**src/rtl/gtech_pkg.sv**
```systemverilog
// Shared constants and elaboration helpers for the GTECH wide-gate reduction primitives.
// MODE[1] picks the base operation (0 AND, 1 OR); MODE[0]=0 inverts the final result.
package gtech_pkg;

   localparam logic [1:0] GT_NAND = 2'b00;
   localparam logic [1:0] GT_AND  = 2'b01;
   localparam logic [1:0] GT_NOR  = 2'b10;
   localparam logic [1:0] GT_OR   = 2'b11;

   function automatic int unsigned gt_clog2(input int unsigned n);
      int unsigned r;
      r = 0;
      for (int i = 0; i < 31; i++) begin
         if ((32'd1 << i) < n) r = unsigned'(i) + 1;
      end
      return r;
   endfunction

   // Register stages needed to cover the tree depth, never fewer than one.
   function automatic int unsigned gt_stages(input int unsigned n, input int unsigned lps);
      int unsigned d;
      int unsigned s;
      d = gt_clog2(n);
      s = (d + lps - 1) / lps;
      if (s == 0) s = 1;
      return s;
   endfunction

   // Identity element of the base operation, used to fill unused tree leaves.
   function automatic logic gt_pad_bit(input logic [1:0] mode);
      return ~mode[1];
   endfunction

endpackage

```
**src/rtl/gtech_red_stage.sv**
```systemverilog
// One pipeline stage of the reduction tree: up to Levels pairwise-combine levels followed by
// a register holding the partial results, the item's valid bit and its MODE.
module gtech_red_stage
   import gtech_pkg::*;
#(
   parameter int unsigned Width  = 1,
   parameter int unsigned InCnt  = 2,
   parameter int unsigned Levels = 1,
   parameter bit          Last   = 1'b0,
   parameter int unsigned OutCnt = InCnt >> Levels
) (
   input  logic                     clk_i,
   input  logic                     rst_i,
   input  logic                     adv_i,
   input  logic                     vld_i,
   input  logic [1:0]               mode_i,
   input  logic [InCnt*Width-1:0]   data_i,
   output logic                     vld_o,
   output logic [1:0]               mode_o,
   output logic [OutCnt*Width-1:0]  data_o
);

   logic [Width-1:0]        tmp [InCnt];
   logic [OutCnt*Width-1:0] res;
   logic                    vld_q;
   logic [1:0]              mode_q;
   logic [OutCnt*Width-1:0] data_q;

   // Combine in place: level l writes slot j from slots 2j and 2j+1, which are never below j.
   always_comb begin
      for (int i = 0; i < int'(InCnt); i++) begin
         tmp[i] = data_i[i*Width +: Width];
      end
      for (int l = 0; l < int'(Levels); l++) begin
         for (int j = 0; j < int'(InCnt >> (l + 1)); j++) begin
            tmp[j] = mode_i[1] ? (tmp[2*j] | tmp[2*j+1]) : (tmp[2*j] & tmp[2*j+1]);
         end
      end
      res = '0;
      for (int i = 0; i < int'(OutCnt); i++) begin
         res[i*Width +: Width] = tmp[i];
      end
      if (Last && !mode_i[0]) res = ~res;
   end

   always_ff @(posedge clk_i) begin
      if (rst_i) begin
         vld_q  <= 1'b0;
         mode_q <= 2'b00;
         data_q <= '0;
      end else if (adv_i) begin
         vld_q  <= vld_i;
         mode_q <= mode_i;
         data_q <= res;
      end
   end

   assign vld_o  = vld_q;
   assign mode_o = mode_q;
   assign data_o = data_q;

endmodule

```
**src/rtl/gtech_nand_tree_pipe.sv**
```systemverilog
// Pipelined N-operand bitwise NAND/AND/NOR/OR reduction with a valid/ready handshake.
// The whole pipe advances together and holds as one block while the output is stalled.
module gtech_nand_tree_pipe
   import gtech_pkg::*;
#(
   parameter int unsigned N     = 2,
   parameter int unsigned WIDTH = 1,
   parameter int unsigned LPS   = 1
) (
   input  logic                 CP,
   input  logic                 RST,
   input  logic [N*WIDTH-1:0]   A,
   input  logic [1:0]           MODE,
   input  logic                 IN_VLD,
   output logic                 IN_RDY,
   output logic [WIDTH-1:0]     Z,
   output logic                 OUT_VLD,
   input  logic                 OUT_RDY
);

   localparam int unsigned D = gt_clog2(N);
   localparam int unsigned P = 1 << D;
   localparam int unsigned S = gt_stages(N, LPS);

   logic                 stall;
   logic                 advance;
   logic                 accept;
   logic [P*WIDTH-1:0]   leaves;

   assign stall   = OUT_VLD & ~OUT_RDY;
   assign advance = ~stall;
   assign IN_RDY  = ~RST & ~stall;
   assign accept  = IN_VLD & IN_RDY;

   always_comb begin
      leaves = {(P*WIDTH){gt_pad_bit(MODE)}};
      for (int i = 0; i < int'(N); i++) begin
         leaves[i*WIDTH +: WIDTH] = A[i*WIDTH +: WIDTH];
      end
   end

   for (genvar s = 0; s < int'(S); s++) begin : g_stage
      localparam int unsigned Base   = s * LPS;
      localparam int unsigned Levels = ((D - Base) < LPS) ? (D - Base) : LPS;
      localparam int unsigned InCnt  = 1 << (D - Base);
      localparam int unsigned OutCnt = InCnt >> Levels;

      logic                     vld_in;
      logic [1:0]               mode_in;
      logic [InCnt*WIDTH-1:0]   data_in;
      logic                     vld_out;
      logic [1:0]               mode_out;
      logic [OutCnt*WIDTH-1:0]  data_out;

      if (s == 0) begin : g_head
         assign vld_in  = accept;
         assign mode_in = MODE;
         assign data_in = leaves;
      end else begin : g_body
         assign vld_in  = g_stage[s-1].vld_out;
         assign mode_in = g_stage[s-1].mode_out;
         assign data_in = g_stage[s-1].data_out;
      end

      gtech_red_stage #(
         .Width  (WIDTH),
         .InCnt  (InCnt),
         .Levels (Levels),
         .Last   (s == int'(S) - 1),
         .OutCnt (OutCnt)
      ) u_stage (
         .clk_i  (CP),
         .rst_i  (RST),
         .adv_i  (advance),
         .vld_i  (vld_in),
         .mode_i (mode_in),
         .data_i (data_in),
         .vld_o  (vld_out),
         .mode_o (mode_out),
         .data_o (data_out)
      );
   end

   assign OUT_VLD = g_stage[S-1].vld_out;
   assign Z       = g_stage[S-1].data_out;

endmodule
```
**config.mk**
```make
export PLATFORM = sky130hd
export DESIGN_NAME = gtech_nand_tree_pipe
export DESIGN_NICKNAME = d
export VERILOG_FILES = /design/src/rtl/gtech_pkg.sv /design/src/rtl/gtech_red_stage.sv /design/src/rtl/gtech_nand_tree_pipe.sv
export SDC_FILE = /design/constraint.sdc
export NUM_CORES = 1
export LEC_CHECK = 0
export BUFFER_PORTS_ARGS = -buffer_cell sky130_fd_sc_hd__clkbuf_2
export CORE_AREA = 3 3 40 42
export CTS_CLUSTER_DIAMETER = 60
export DETAILED_ROUTE_END_ITERATION = 7
export DIE_AREA = 0 0 43 45
export MAX_ROUTING_LAYER = met4
export SYNTH_ARGS = -nofsm -noshare
export SYNTH_HDL_FRONTEND = slang
export SYNTH_SLANG_ARGS = --single-unit
```
**constraint.sdc**
```tcl
create_clock -name CP -period 1.19 [get_ports CP]
set_input_delay 0.1785 -clock CP [delete_from_list [all_inputs] [get_ports CP]]
set_output_delay 0.1785 -clock CP [all_outputs]
set_load 0.05 [all_outputs]
```
==> impl_results.md <==
- Final Cycle Share: between 90% and 100%
- Yosys top cell by area: dfxtp_1
- Cts hold-fix bufs: 0
- Core area: around 1300 sq um
- Final instance area: around 210 sq um
- Post-DP HPWL: ~220 um
- Fin. Hold Viols: 0
- Synth area leaders: dfxtp_1, nor2_1, a211oi_2
- DR vias/cell: around 3.1
- DRT iter0 DRCs: 2
- Num CTS Buffers: 3
- Slew Limit Fails: 0
- Root Buffer: clkbuf_4
- Final min period: roughly 1.1 ns
- Clock Latency Late Sink: ~0.22 ns
- Starting Density: a little under 8%
- CP Launch Type: flip-flop
- Routed Antenna Nets: 0
- Resized cells post-CTS: 2
- Most numerous cell in the Yosys netlist: nor2_1
- Crit-path max FO: 3
- PortBufs: 10
- NumNets Final: 34
- Vias in the first global route: around 150
- Yosys warning count: 0
- Max incr delay on CP: roughly 0.33 ns
- Die height: roughly 45 um
- Initial antenna violation count: 0
- Largest net degree at the start of global routing: 4
- WL final: approximately 280 um
- Synthesized Nets: 19
- Antenna cell count: 0
- All-layer global routing usage: between 4 and 5%
- Synth top area share: roughly 40%
- Library cells used by synthesis: 7
- Hold_ws: between 0.15 and 0.2 ns
- Setup TNS: 0 ns
- RSZ-0062 raised after global routing: false
- Cell Rows: 13
- Cell Chain, Critical Path: nor2b_4 -> nor2_4 -> buf_4
- Die outline width: between 40 and 50 um
- Post-CTS Setup Inserts: 0
- F_max: 899 MHz
- CTS tree: built
- First-pass GRT wire length: approximately 570 um
- Placement Cell Area: between 150 and 200 sq um
- Finish-stage setup viols: 0
- Synthesized instance count: 11
- Cell Area, Synth: 100 sq um
- DR vias: 122
- Post-DR wirelength/cell: 7.05 um
- Worst vdd ir: roughly 0.47 mV
- Predominant post-synthesis flop cell: dfxtp_1
- Drt drc: 0
- Setup CP Type: reg2out
- Worst Path Required: 1.01 ns
- Ys async rst share: 0%
- Cell area power density: roughly 1400 nW/um^2
- # clock sinks: 2
- Synth cell count leaders: nor2_1, dfxtp_1
- Syn avg cell area: ~9.1 sq um
- DR pass1 iterations: 2
- Min-Delay Path Class: in2reg
- Seq/Total Area, Yosys: between 40% and 50%
- Slew of the pin with the lowest slew margin: approximately 0.28 ns
- Worst-path clk slew: 0.03 ns
- Remaining Overflow, GRT: 0
- Die ar.: 1940 sq um
- Fraction of layout instances using a drive strength above 1: 75.0%
- Max-cap violations: 0
- Max_slew headroom: between 80 and 90%
- Ports: 11
- Static Leak: 0.0998 nW
- CTS Buffer Depth: 2
- CP Data Arrival Time: slightly above 0.9 ns
- RD Place Congestion: around 0.58
- Seq cells post-synth: 2
- Critical path endpoint category: output port
- Clock Skews: about 0.0014 ns
- Outcome: finished clean
- # H-tree levels: 1
- Power, Total: about 0.00030 W
- Number of synthesized flops with an enable pin: 0
- Syn-to-layout area delta: 110%
- Worst path slowest cell: dfxtp_2
-- routing by layer --
metal | global-route usage [%] | routed length [um] | vias to the layer above
li1 | - | - | 63
met1 | 4.55 | 122 | 48
met2 | 4.79 | 75 | 11
met3 | 6.37 | 78 | 0
met4 | 3.61 | 0 | 0
met5 | - | 0 | -
-- path summary, 6_finish.rpt --
check / cells after the start / slack [ns] / start / end
setup reg to reg: 3 / 0.47 / g_stage[0].u_stage.vld_o / g_stage[0].u_stage.data_o
setup / recovery: 3 / 0.08 / g_stage[0].u_stage.vld_o / IN_RDY
hold / removal: 3 / 0.17 / IN_VLD / g_stage[0].u_stage.vld_o
hold reg to reg: 2 / 0.53 / g_stage[0].u_stage.vld_o / g_stage[0].u_stage.data_o
-- state kept, by name, summed over array words and instances (netlist names) --
| register | cells |
|---|---|
| g_stage.u_stage.vld_o | 1 |
| g_stage.u_stage.data_o | 1 |
-- critical path: cells and delay by family, from the launching register on --
kind	cells	cell delay [ns]
simple gates	2	0.20
buf+inv	1	0.18
flops	1	0.33
-- area by class of cell --
cell class	instances	area, sq um
fillers	141	1070
multi-input cells	9	75.1
repair buffers	10	52.6
flip-flops and latches	2	41.3
clock buffers	3	22.5
well taps	15	18.8
-- report_power, final --
group          leakage (nW)  switching (W)  internal [W]   total, W
Sequential           0.0169     0.00000324     0.0000739  0.0000771
Combinational        0.0691      0.0000474     0.0000280  0.0000754
Clock                0.0138      0.0000368      0.000111   0.000148
Total                0.0998      0.0000875      0.000213   0.000300
-- stage by stage --
step	setup slack, ns	utilization [%]	instances
after floorplan	0.132	-	11
after global placement	0.180	13.8	36
after detailed placement	0.171	13.8	36
after CTS	0.00764	16.0	39
after global routing	0.0209	16.4	39
final	0.0778	16.4	39
-- cell usage in the layout, fill, tap and decap left out --
cell type	instances
clkbuf_4	3
dfxtp_1	1
maj3_2	1
clkbuf_2	9
nor2_1	3
dfxtp_2	1
nor2b_4	1
a211oi_2	1
buf_4	1
xor2_1	1
nand2b_1	1
nor2_4	1
-- cell families after synthesis --
kind of cell	count (synthesis)	share of synthesized area [%]
AO/OA/AOI/OAI	1	12.5
XOR/XNOR	1	8.75
adder cells (fa/ha/maj)	1	11.2
flip-flops	2	40.0
AND/OR/NAND/NOR	6	27.5
Note: power is estimated with default switching activity, not from simulation.
